[config.mk]
export PLATFORM = sky130hd
export DESIGN_NAME = lzc_iterative_flat
export DESIGN_NICKNAME = d
export VERILOG_FILES = /design/src/rtl/lzc_iterative_pkg.sv /design/src/rtl/lzc_iterative_if.sv /design/src/rtl/lzc_iterative_chunk.sv /design/src/rtl/lzc_iterative.sv /design/src/flat_wrapper.sv
export SDC_FILE = /design/constraint.sdc
export NUM_CORES = 1
export LEC_CHECK = 0
export CORE_UTILIZATION = 30
export DETAILED_ROUTE_END_ITERATION = 10
export PLACE_DENSITY = 0.51
export SYNTH_ARGS = -nofsm -noshare
export SYNTH_HDL_FRONTEND = slang
export SYNTH_SLANG_ARGS = --single-unit
[constraint.sdc]
create_clock -name clk -period 4.9 [get_ports clk]
set_input_delay 0.735 -clock clk [delete_from_list [all_inputs] [get_ports clk]]
set_output_delay 0.735 -clock clk [all_outputs]
set_load 0.1 [all_outputs]
[src/rtl/lzc_iterative_pkg.sv]
// Shared definitions for the iterative bit-scan engine: scan-mode
// encodings and the controller state type.
package lzc_iterative_pkg;

  localparam logic [1:0] MODE_LZ = 2'b00;  // leading zeros
  localparam logic [1:0] MODE_LO = 2'b01;  // leading ones
  localparam logic [1:0] MODE_TZ = 2'b10;  // trailing zeros
  localparam logic [1:0] MODE_TO = 2'b11;  // trailing ones

  typedef enum logic [1:0] {
    IDLE = 2'b00,
    SCAN = 2'b01,
    DONE = 2'b10
  } state_t;

endpackage

[src/rtl/lzc_iterative_if.sv]
// Producer/consumer bundle for the bit-scan engine.
//
// Handshake: both channels use valid/ready. A transfer happens on a rising
// clk edge where valid and ready are both 1. Once valid is raised the
// source holds valid and its payload unchanged until that transfer edge;
// ready may change freely and never depends combinationally on valid.
interface lzc_iterative_if #(
  parameter int WIDTH = 32
);
  localparam int CW = $clog2(WIDTH) + 1;

  logic             in_valid;
  logic             in_ready;
  logic [WIDTH-1:0] in_data;
  logic [1:0]       in_mode;
  logic             out_valid;
  logic             out_ready;
  logic [CW-1:0]    out_count;
  logic             out_all;

  // Producer of words and consumer of results.
  modport master (
    output in_valid, in_data, in_mode, out_ready,
    input  in_ready, out_valid, out_count, out_all
  );

  // The scan engine itself.
  modport slave (
    input  in_valid, in_data, in_mode, out_ready,
    output in_ready, out_valid, out_count, out_all
  );
endinterface

[src/rtl/lzc_iterative_chunk.sv]
// Combinational leading-zero count of one CHUNK-bit slice. count is CHUNK
// when the slice is all zero; nonzero flags that a terminating bit exists.
module lzc_chunk #(
  parameter int CHUNK = 8
) (
  input  logic [CHUNK-1:0]         data,
  output logic [$clog2(CHUNK):0]   count,
  output logic                     nonzero
);
  localparam int LW = $clog2(CHUNK) + 1;

  // Scan LSB to MSB so the most significant set bit wins.
  always_comb begin
    count   = LW'(CHUNK);
    nonzero = |data;
    for (int i = 0; i < CHUNK; i++) begin
      if (data[i]) count = LW'(CHUNK - 1 - i);
    end
  end
endmodule

[src/rtl/lzc_iterative.sv]
// Multi-cycle leading/trailing zero/one counter. The accepted word is
// transformed once (invert for ones modes, bit-reverse for trailing modes)
// so the scan core only ever counts leading zeros, CHUNK bits per cycle,
// stopping at the first chunk that holds a set bit.
module lzc_iterative
  import lzc_iterative_pkg::*;
#(
  parameter int WIDTH = 32,
  parameter int CHUNK = 8
) (
  input  logic           clk,
  input  logic           rst_n,
  lzc_iterative_if.slave bus,
  output state_t         dbg_state
);
  localparam int CW  = $clog2(WIDTH) + 1;
  localparam int NCH = WIDTH / CHUNK;
  localparam int IW  = (NCH > 1) ? $clog2(NCH) : 1;
  localparam int LW  = $clog2(CHUNK) + 1;

  if (WIDTH < 2 || (WIDTH % CHUNK) != 0) begin : g_bad_params
    $error("lzc_iterative: WIDTH must be >= 2 and a multiple of CHUNK");
  end

  state_t           state_q, state_d;
  logic             in_ready_q, in_ready_d;
  logic             out_valid_q, out_valid_d;
  logic [CW-1:0]    out_count_q, out_count_d;
  logic             out_all_q, out_all_d;
  logic [WIDTH-1:0] shreg_q, shreg_d;
  logic [CW-1:0]    acc_q, acc_d;
  logic [IW-1:0]    idx_q, idx_d;

  logic [WIDTH-1:0] cap_word;
  logic [WIDTH-1:0] cap_inv;
  logic             cap_ones;
  logic             cap_trail;
  logic [LW-1:0]    chunk_lz;
  logic             chunk_nz;

  lzc_chunk #(.CHUNK(CHUNK)) u_chunk (
    .data    (shreg_q[WIDTH-1 -: CHUNK]),
    .count   (chunk_lz),
    .nonzero (chunk_nz)
  );

  // Map every mode onto a leading-zero scan of the captured word.
  always_comb begin
    cap_ones  = (bus.in_mode == MODE_LO) || (bus.in_mode == MODE_TO);
    cap_trail = (bus.in_mode == MODE_TZ) || (bus.in_mode == MODE_TO);
    cap_inv   = cap_ones ? ~bus.in_data : bus.in_data;
    cap_word  = cap_inv;
    if (cap_trail) begin
      for (int i = 0; i < WIDTH; i++) cap_word[i] = cap_inv[WIDTH-1-i];
    end
  end

  // Controller: accept in IDLE, one chunk per SCAN cycle, hold in DONE.
  always_comb begin
    state_d     = state_q;
    in_ready_d  = in_ready_q;
    out_valid_d = out_valid_q;
    out_count_d = out_count_q;
    out_all_d   = out_all_q;
    shreg_d     = shreg_q;
    acc_d       = acc_q;
    idx_d       = idx_q;
    case (state_q)
      IDLE: begin
        in_ready_d = 1'b1;
        if (bus.in_valid && in_ready_q) begin
          shreg_d    = cap_word;
          acc_d      = '0;
          idx_d      = '0;
          in_ready_d = 1'b0;
          state_d    = SCAN;
        end
      end
      SCAN: begin
        if (chunk_nz) begin
          acc_d       = acc_q + CW'(chunk_lz);
          out_count_d = acc_q + CW'(chunk_lz);
          out_all_d   = 1'b0;
          out_valid_d = 1'b1;
          state_d     = DONE;
        end else if (idx_q == IW'(NCH - 1)) begin
          acc_d       = CW'(WIDTH);
          out_count_d = CW'(WIDTH);
          out_all_d   = 1'b1;
          out_valid_d = 1'b1;
          state_d     = DONE;
        end else begin
          acc_d   = acc_q + CW'(CHUNK);
          shreg_d = shreg_q << CHUNK;
          idx_d   = idx_q + 1'b1;
        end
      end
      DONE: begin
        if (bus.out_ready) begin
          out_valid_d = 1'b0;
          in_ready_d  = 1'b1;
          state_d     = IDLE;
        end
      end
      default: begin
        state_d = IDLE;
      end
    endcase
  end

  // State and datapath registers; reset clears everything at once.
  always_ff @(posedge clk or negedge rst_n) begin
    if (!rst_n) begin
      state_q     <= IDLE;
      in_ready_q  <= 1'b0;
      out_valid_q <= 1'b0;
      out_count_q <= '0;
      out_all_q   <= 1'b0;
      shreg_q     <= '0;
      acc_q       <= '0;
      idx_q       <= '0;
    end else begin
      state_q     <= state_d;
      in_ready_q  <= in_ready_d;
      out_valid_q <= out_valid_d;
      out_count_q <= out_count_d;
      out_all_q   <= out_all_d;
      shreg_q     <= shreg_d;
      acc_q       <= acc_d;
      idx_q       <= idx_d;
    end
  end

  assign bus.in_ready  = in_ready_q;
  assign bus.out_valid = out_valid_q;
  assign bus.out_count = out_count_q;
  assign bus.out_all   = out_all_q;
  assign dbg_state     = state_q;
endmodule
[src/flat_wrapper.sv]
// flat-port wrapper written by rule: the top's interface ports become plain ports
module lzc_iterative_flat import lzc_iterative_pkg::*;
#(
  parameter int WIDTH = 32,
  parameter int CHUNK = 8
)
  (clk, rst_n, dbg_state, bus_in_valid, bus_in_data, bus_in_mode, bus_out_ready, bus_in_ready, bus_out_valid, bus_out_count, bus_out_all);
  lzc_iterative_if #(.WIDTH(WIDTH)) bus_i ();
  input  logic clk;
  input  logic rst_n;
  output state_t dbg_state;
  input wire logic [$bits(bus_i.in_valid)-1:0] bus_in_valid;
  input wire logic [$bits(bus_i.in_data)-1:0] bus_in_data;
  input wire logic [$bits(bus_i.in_mode)-1:0] bus_in_mode;
  input wire logic [$bits(bus_i.out_ready)-1:0] bus_out_ready;
  output wire logic [$bits(bus_i.in_ready)-1:0] bus_in_ready;
  output wire logic [$bits(bus_i.out_valid)-1:0] bus_out_valid;
  output wire logic [$bits(bus_i.out_count)-1:0] bus_out_count;
  output wire logic [$bits(bus_i.out_all)-1:0] bus_out_all;
  assign bus_i.in_valid = bus_in_valid;
  assign bus_i.in_data = bus_in_data;
  assign bus_i.in_mode = bus_in_mode;
  assign bus_i.out_ready = bus_out_ready;
  assign bus_in_ready = bus_i.in_ready;
  assign bus_out_valid = bus_i.out_valid;
  assign bus_out_count = bus_i.out_count;
  assign bus_out_all = bus_i.out_all;
  lzc_iterative #(.WIDTH(WIDTH), .CHUNK(CHUNK)) u_core (.clk(clk), .rst_n(rst_n), .bus(bus_i), .dbg_state(dbg_state));
endmodule
# Word-level counts from Yosys, hierarchy flattened
# Index checks and enable logic that the tools add are counted.
[totals]
ff_bits = 51
latch_bits = 0
ram_bits = 0
rom_bits = 0
in_bits = 38
output_inout_bits = 11
elab_cells = 75
mem_count = 0
[classes]
n_addsub = 3
mul = 0
div = 0
n_lt_le_gt_ge = 0
n_eq_ne = 11
n_shift = 0
muxes = 37
bitwise_logic = 1
n_reduce_logical = 15
[ops]
columns = ["cell", "n"]
rows = [
  ["$mux 32", 5],
  ["$pmux 32 s2", 1],
  ["$mux 4", 8],
  ["$not 32->32", 1],
  ["$mux 6", 5],
  ["$mux 2", 7],
  ["$pmux 6 s2", 1],
  ["$eq 2x2->1 const B", 4],
  ["$reduce_bool 2->1", 4],
  ["$reduce_or 8->1", 1],
  ["$add 6x4->6", 1],
  ["$add 6x4->6 const B", 1],
  ["$mux 1", 6],
  ["$ne 2x2->1 const B", 3],
  ["$pmux 2 s3", 1],
  ["$reduce_and 2->1", 3],
  ["$reduce_and 3->1", 2],
  ["$eq 2x1->1 const B", 2],
  ["$pmux 1 s2", 2],
  ["$pmux 2 s2", 1],
  ["$reduce_and 4->1", 1],
  ["$ne 3x1->1 const B", 1],
  ["$add 2x1->2 const B", 1],
  ["$logic_not 2->1", 1],
  ["3 further kinds", 4],
]

# Depth between registers and ports, before layout
[logic_depth]
word_depth = 11
ltp_mapped = 10
ltp_nobuf = 10

# Hierarchy
# From an unflattened synthesis, not the netlist that was laid out.
[hier_totals]
hier_cells = 310
area_unflattened_um2 = 3037.9
[modules_own_cells]
columns = ["module", "n_inst", "cells_per_inst", "area_each_um2", "seq_area_each_um2"]
rows = [
  ["lzc_iterative", 1, 296, 2934.1, 1276.2],
  ["lzc_chunk", 1, 14, 103.8, 0.0],
]

# Least setup slack after synthesis
# No wires, ideal clock.
[synth_path]
kind = "reg-to-reg"
startpoint = "reg u_core.state_q[0] (netlist: u_core.dbg_state[0])"
endpoint = "reg u_core.shreg_q[10]"
setup_time_ps = 127
arrival_time_ps = 2496
required_time_ps = 4773
slack_ps = 2276
stages_incl_launch_ff = 9
path_buffers = 3
period_less_slack_ps = 2624
cell_sequence = "dfrtp_1 ha_1 buf_2 clkinv_1 o21ai_1 and2_1 buf_2 buf_4 a31oi_1"
[synth_via]
elab_chain_cells = 3
word_cells_on_any_way = 8
classes_between = "eq/ne (4); mux (1); reduce/logical (3)"
[synth_rtl]
columns = ["element", "line_no", "rtl"]
rows = [
  ["start: declaration", "lzc_iterative.sv:25", "state_t state_q, state_d;"],
  ["start signal: assignment", "lzc_iterative.sv:123", "state_q <= state_d;"],
  ["$eq 2x1->1 / $logic_not 2->1 (equally long branches)", "lzc_iterative.sv:68", "case (state_q)"],
  ["$ne 2x2->1 (no source line), or another cell as far along", "-", ""],
  ["$reduce_and 4->1 (no source line)", "-", ""],
  ["end signal: assignment", "lzc_iterative.sv:128", "shreg_q <= shreg_d;"],
  ["end: declaration", "lzc_iterative.sv:30", "logic [WIDTH-1:0] shreg_q, shreg_d;"],
]
# Several ways; a longest one is shown, not always the timed one.
# A chain may end at the register's enable or synchronous reset.

# Final worst setup path
[layout_path]
startpoint = "reg u_core.state_q[1] (netlist: u_core.dbg_state[1])"
endpoint = "reg u_core.shreg_q[16]"
# The elaborated chain is that of the path after synthesis.

==> impl_summary.txt <==
----------------------------------------------------
[Worst setup path]
  Category of the most critical setup path ... reg -> reg
  Most common cell type on the critical path ... buf_4
  Cell-by-cell listing of the critical path ... inv_1 -> ha_1 -> buf_4 -> clkinv_1 -> o21ai_1 -> buf_4 -> and2_1 -> a31oi_1
  Crit start category ... flip-flop
  Cell with the largest stage delay on the worst path ... and2_1
  Largest incremental delay on the critical path ... 780 ps
  Endpoint required time on the critical path ... 5040 ps
  Largest fanout on the critical path ... 36
  CP endpoint kind ... flip-flop
  Internal reg-to-reg setup slack ... 2100 ps
  Worst EP arrival ... 2940 ps

[Hold path]
  Worst min-delay path class ... reg -> reg

[STA]
  Final hold vios ... 0
  Worst slew slack as a fraction of its limit ... 35.3%
  Smallest setup slack after layout ... 2100 ps
  Count of pins over their slew limit ... 0
  Hold slack ... 481 ps
  Count of final setup violators ... 0
  Fmax ... 357 MHz
  Worst-Margin Slew ... 968 ps
  Aggregate negative setup slack ... 0 ps
  Clock skew ... 11.4 ps
  Shortest period the worst path allows ... 2800 ps
  Final period util ... 57.1%
  Unrepaired setup endpoints after global routing ... false

[Clock tree]
  Num CTS Buffers ... 5
  Insertion delay to the later sink of the worst-skew pair ... 320 ps
  Number of sinks driven by the clock tree ... 51
  Cts-stage hold buffer count ... 0
  Number of post-CTS setup repair buffers ... 0
  Number of buffers on the longest clock path ... 2
  Clk Tree Root Cell ... clkbuf_8
  Number of resized instances in the post-cts repair step ... 0
  Post-CTS clock slew at the launch and capture registers of the worst setup and hold paths ... 90 ps
  Deepest level of the CTS H-tree ... 2
  Clock tree from TritonCTS ... yes

[Layout]
  Footprint of the flip-flops and latches ... 1280 µm²
  Area of combinational cells with multiple inputs ... 1830 µm²
  Area added between synthesis and finish ... 21.5%
  Final non-filler cell total ... 525
  Core Util, Final ... 37.9%
  Post-Layout Inst Area ... 3950 µm²
  Ratio of cells with drive above 1 in the final layout ... 5.66%
  Fillers ... 1066
  Post-layout nets ... 436
  Diode count ... 0

[Routing]
  Count of vias placed by the detailed router ... 2681
  Post-route DRC ... 0
  Drt first pass iters ... 4
  Routed wire length ... 7830 µm
  Wire per inst ... 14.9 µm
  Vias per Instance ... 5.11
  Routed Antenna Nets ... 0
  Number of DRC markers in iteration 0 ... 100

[Logic synthesis]
  Top-area cell type share of the netlist area ... 39.3%
  Synthesized instance count ... 353
  Number of flip-flops and latches in the synthesized netlist ... 51
  Count of flip-flops with a built-in enable after synthesis ... 0
  Asr flop ratio synth ... 100%
  Post-synth cell types ... 43
  Cell Area, Synth ... 3250 µm²
  Top-count cell post-synth ... nand2_1
  Yosys warnings ... 0
  Top cell type by total area after synthesis ... dfrtp_1
  Portion of the post-synthesis area used by sequential elements ... 39.3%
  Post-Syn Area per Cell ... 9.21 µm²
  Primary flip-flop cell chosen by synthesis mapping ... dfrtp_1
  Synthesized net count ... 401
  Most area-consuming cells after synthesis ... dfrtp_1 39%, mux2i_1 10%, xnor2_1 7.8%, nand2_1 7.0%, a21oi_1 4.9%
  Most used standard cells in the synthesized netlist ... 61 x nand2_1, 51 x dfrtp_1, 34 x mux2i_1, 32 x a21oi_1, 29 x xnor2_1

[Power]
  Power density over the cells ... 580 nW/µm²
  Leakage component of the power ... 1.70 nW
  Sw power ... 1.08 mW
  Clk pwr share ... 15.4%
  Worst vdd ir ... 0.357 mV
  Net switching share of the total power ... 47.2%
  Portion of total power attributed to combinational logic ... 52.7%
  Power share of the sequential group ... 31.9%
  Overall power after layout ... 2.29 mW
  Internal Pwr Total ... 1.21 mW

[Floorplanning]
  Horiz. Die Dim ... 106 µm
  Placeable core area ... 10400 µm²
  Die ar. ... 11300 µm²
  Y dimension of the die ... 106 µm
  Count of pins on the block boundary ... 49
  Row count ... 37
  Effective utilization at floorplan ... 31.2%

[Placement]
  Dpl ws ... 1960 ps
  Cell Area, Placed ... 3810 µm²
  Gp weighted congestion ... 0.735
  Port bufs ... 48
  Post-detailed-placement half-perimeter wirelength ... 5650 µm
  Post-placement cell count ... 517

[Run]
  Max Cap Viol ... 0

[Global routing]
  GRT Total Usage ... 14.6%
  Maximum number of pins on one net before global-route repair ... 52
  Total gr overflow ... 0
  Wire length of the first global-routing pass ... 13000 µm
  Vias in the first global route ... 2713
  Number of antenna violations at the first check in global routing ... 0

[Status]
  Result of the run ... completed

----------------------------------------------------
## cells by family (layout without fill, tap and decap cells)
family          count (synthesis)  after routing  share of synthesized area, %
compound gates                 97             97                          19.6
simple gates                   91             91                          12.3
flops                          51             51                          39.3
xor+xnor                       37             37                          9.97
mux                            34             34                          10.5
buf+inv                        33             69                          4.35
fa+ha+maj                      10             10                          4.08
## worst max-delay path: cells and delay by family (launching register included)
kind            cells  cell delay (ps)
buf+inv             4              940
flops               1              410
simple gates        1              780
compound gates      2              340
fa+ha+maj           1              150
## layout by cell type (no fill, tap or decap), drive strengths merged, types with 3 or more instances in the layout
cell type and instances:
nand2 61, dfrtp 51, clkdlybuf4s50 45, mux2i 34
a21oi 33, xnor2 29, a31oi 24, nor3 12
a21o 10, ha 9, xor2 8, o21ai 8
buf 8, inv 7, clkbuf 5, nor4 4
nand3 4, a22o 4, nor2 3, or4 3
o31ai 3
## power by group through the flow
stage | Clock, mW | Sequential, mW | Combinational, mW
2_1_floorplan | 0 | 0.923 | 0.721
3_3_place_gp | 0 | 0.736 | 1.20
3_5_place_dp | 0 | 0.740 | 1.22
4_1_cts | 0.360 | 0.731 | 1.22
5_1_grt | 0.372 | 0.754 | 1.33
6_report | 0.352 | 0.732 | 1.21
## sequential cells by signal, indices dropped and copies added (netlist names)
name,flops
u_core.dbg_state,2
u_core.bus.out_valid,1
u_core.bus.in_ready,1
u_core.acc_q,6
u_core.bus.out_all,1
u_core.idx_q,2
u_core.bus.out_count,6
u_core.shreg_q,32
## routing by layer
metal	vias up	routed length [µm]	track usage, %
met2	48	3800	25.3
met3	11	216	2.45
met4	0	115	4.37
met5	-	0	0
met1	1295	3690	18.6
li1	1327	-	-
## area by class of cell
type / instances / share of cell area [%]
Timing Repair Buffer: 53 / 12.7
Multi-Input combinational cell: 269 / 46.4
Clock inverter: 3 / 1.71
Tap cell: 136 / 4.31
Inverter: 8 / 0.760
Sequential cell: 51 / 32.3
Clock buffer: 5 / 1.74
## worst paths after layout
path                                     start              endpoint  cells past startpoint
max                        u_core.dbg_state[1]    u_core.shreg_q[16]                      8
min                          u_core.shreg_q[6]     u_core.shreg_q[6]                      1
max reg2reg                u_core.dbg_state[1]    u_core.shreg_q[16]                      8
min reg2reg                  u_core.shreg_q[6]     u_core.shreg_q[6]                      1
max in group asynchronous                rst_n       u_core.acc_q[3]                      2
min in group asynchronous                rst_n  u_core.bus.out_valid                      2
No activity file was read; power rests on OpenSTA's default activity.
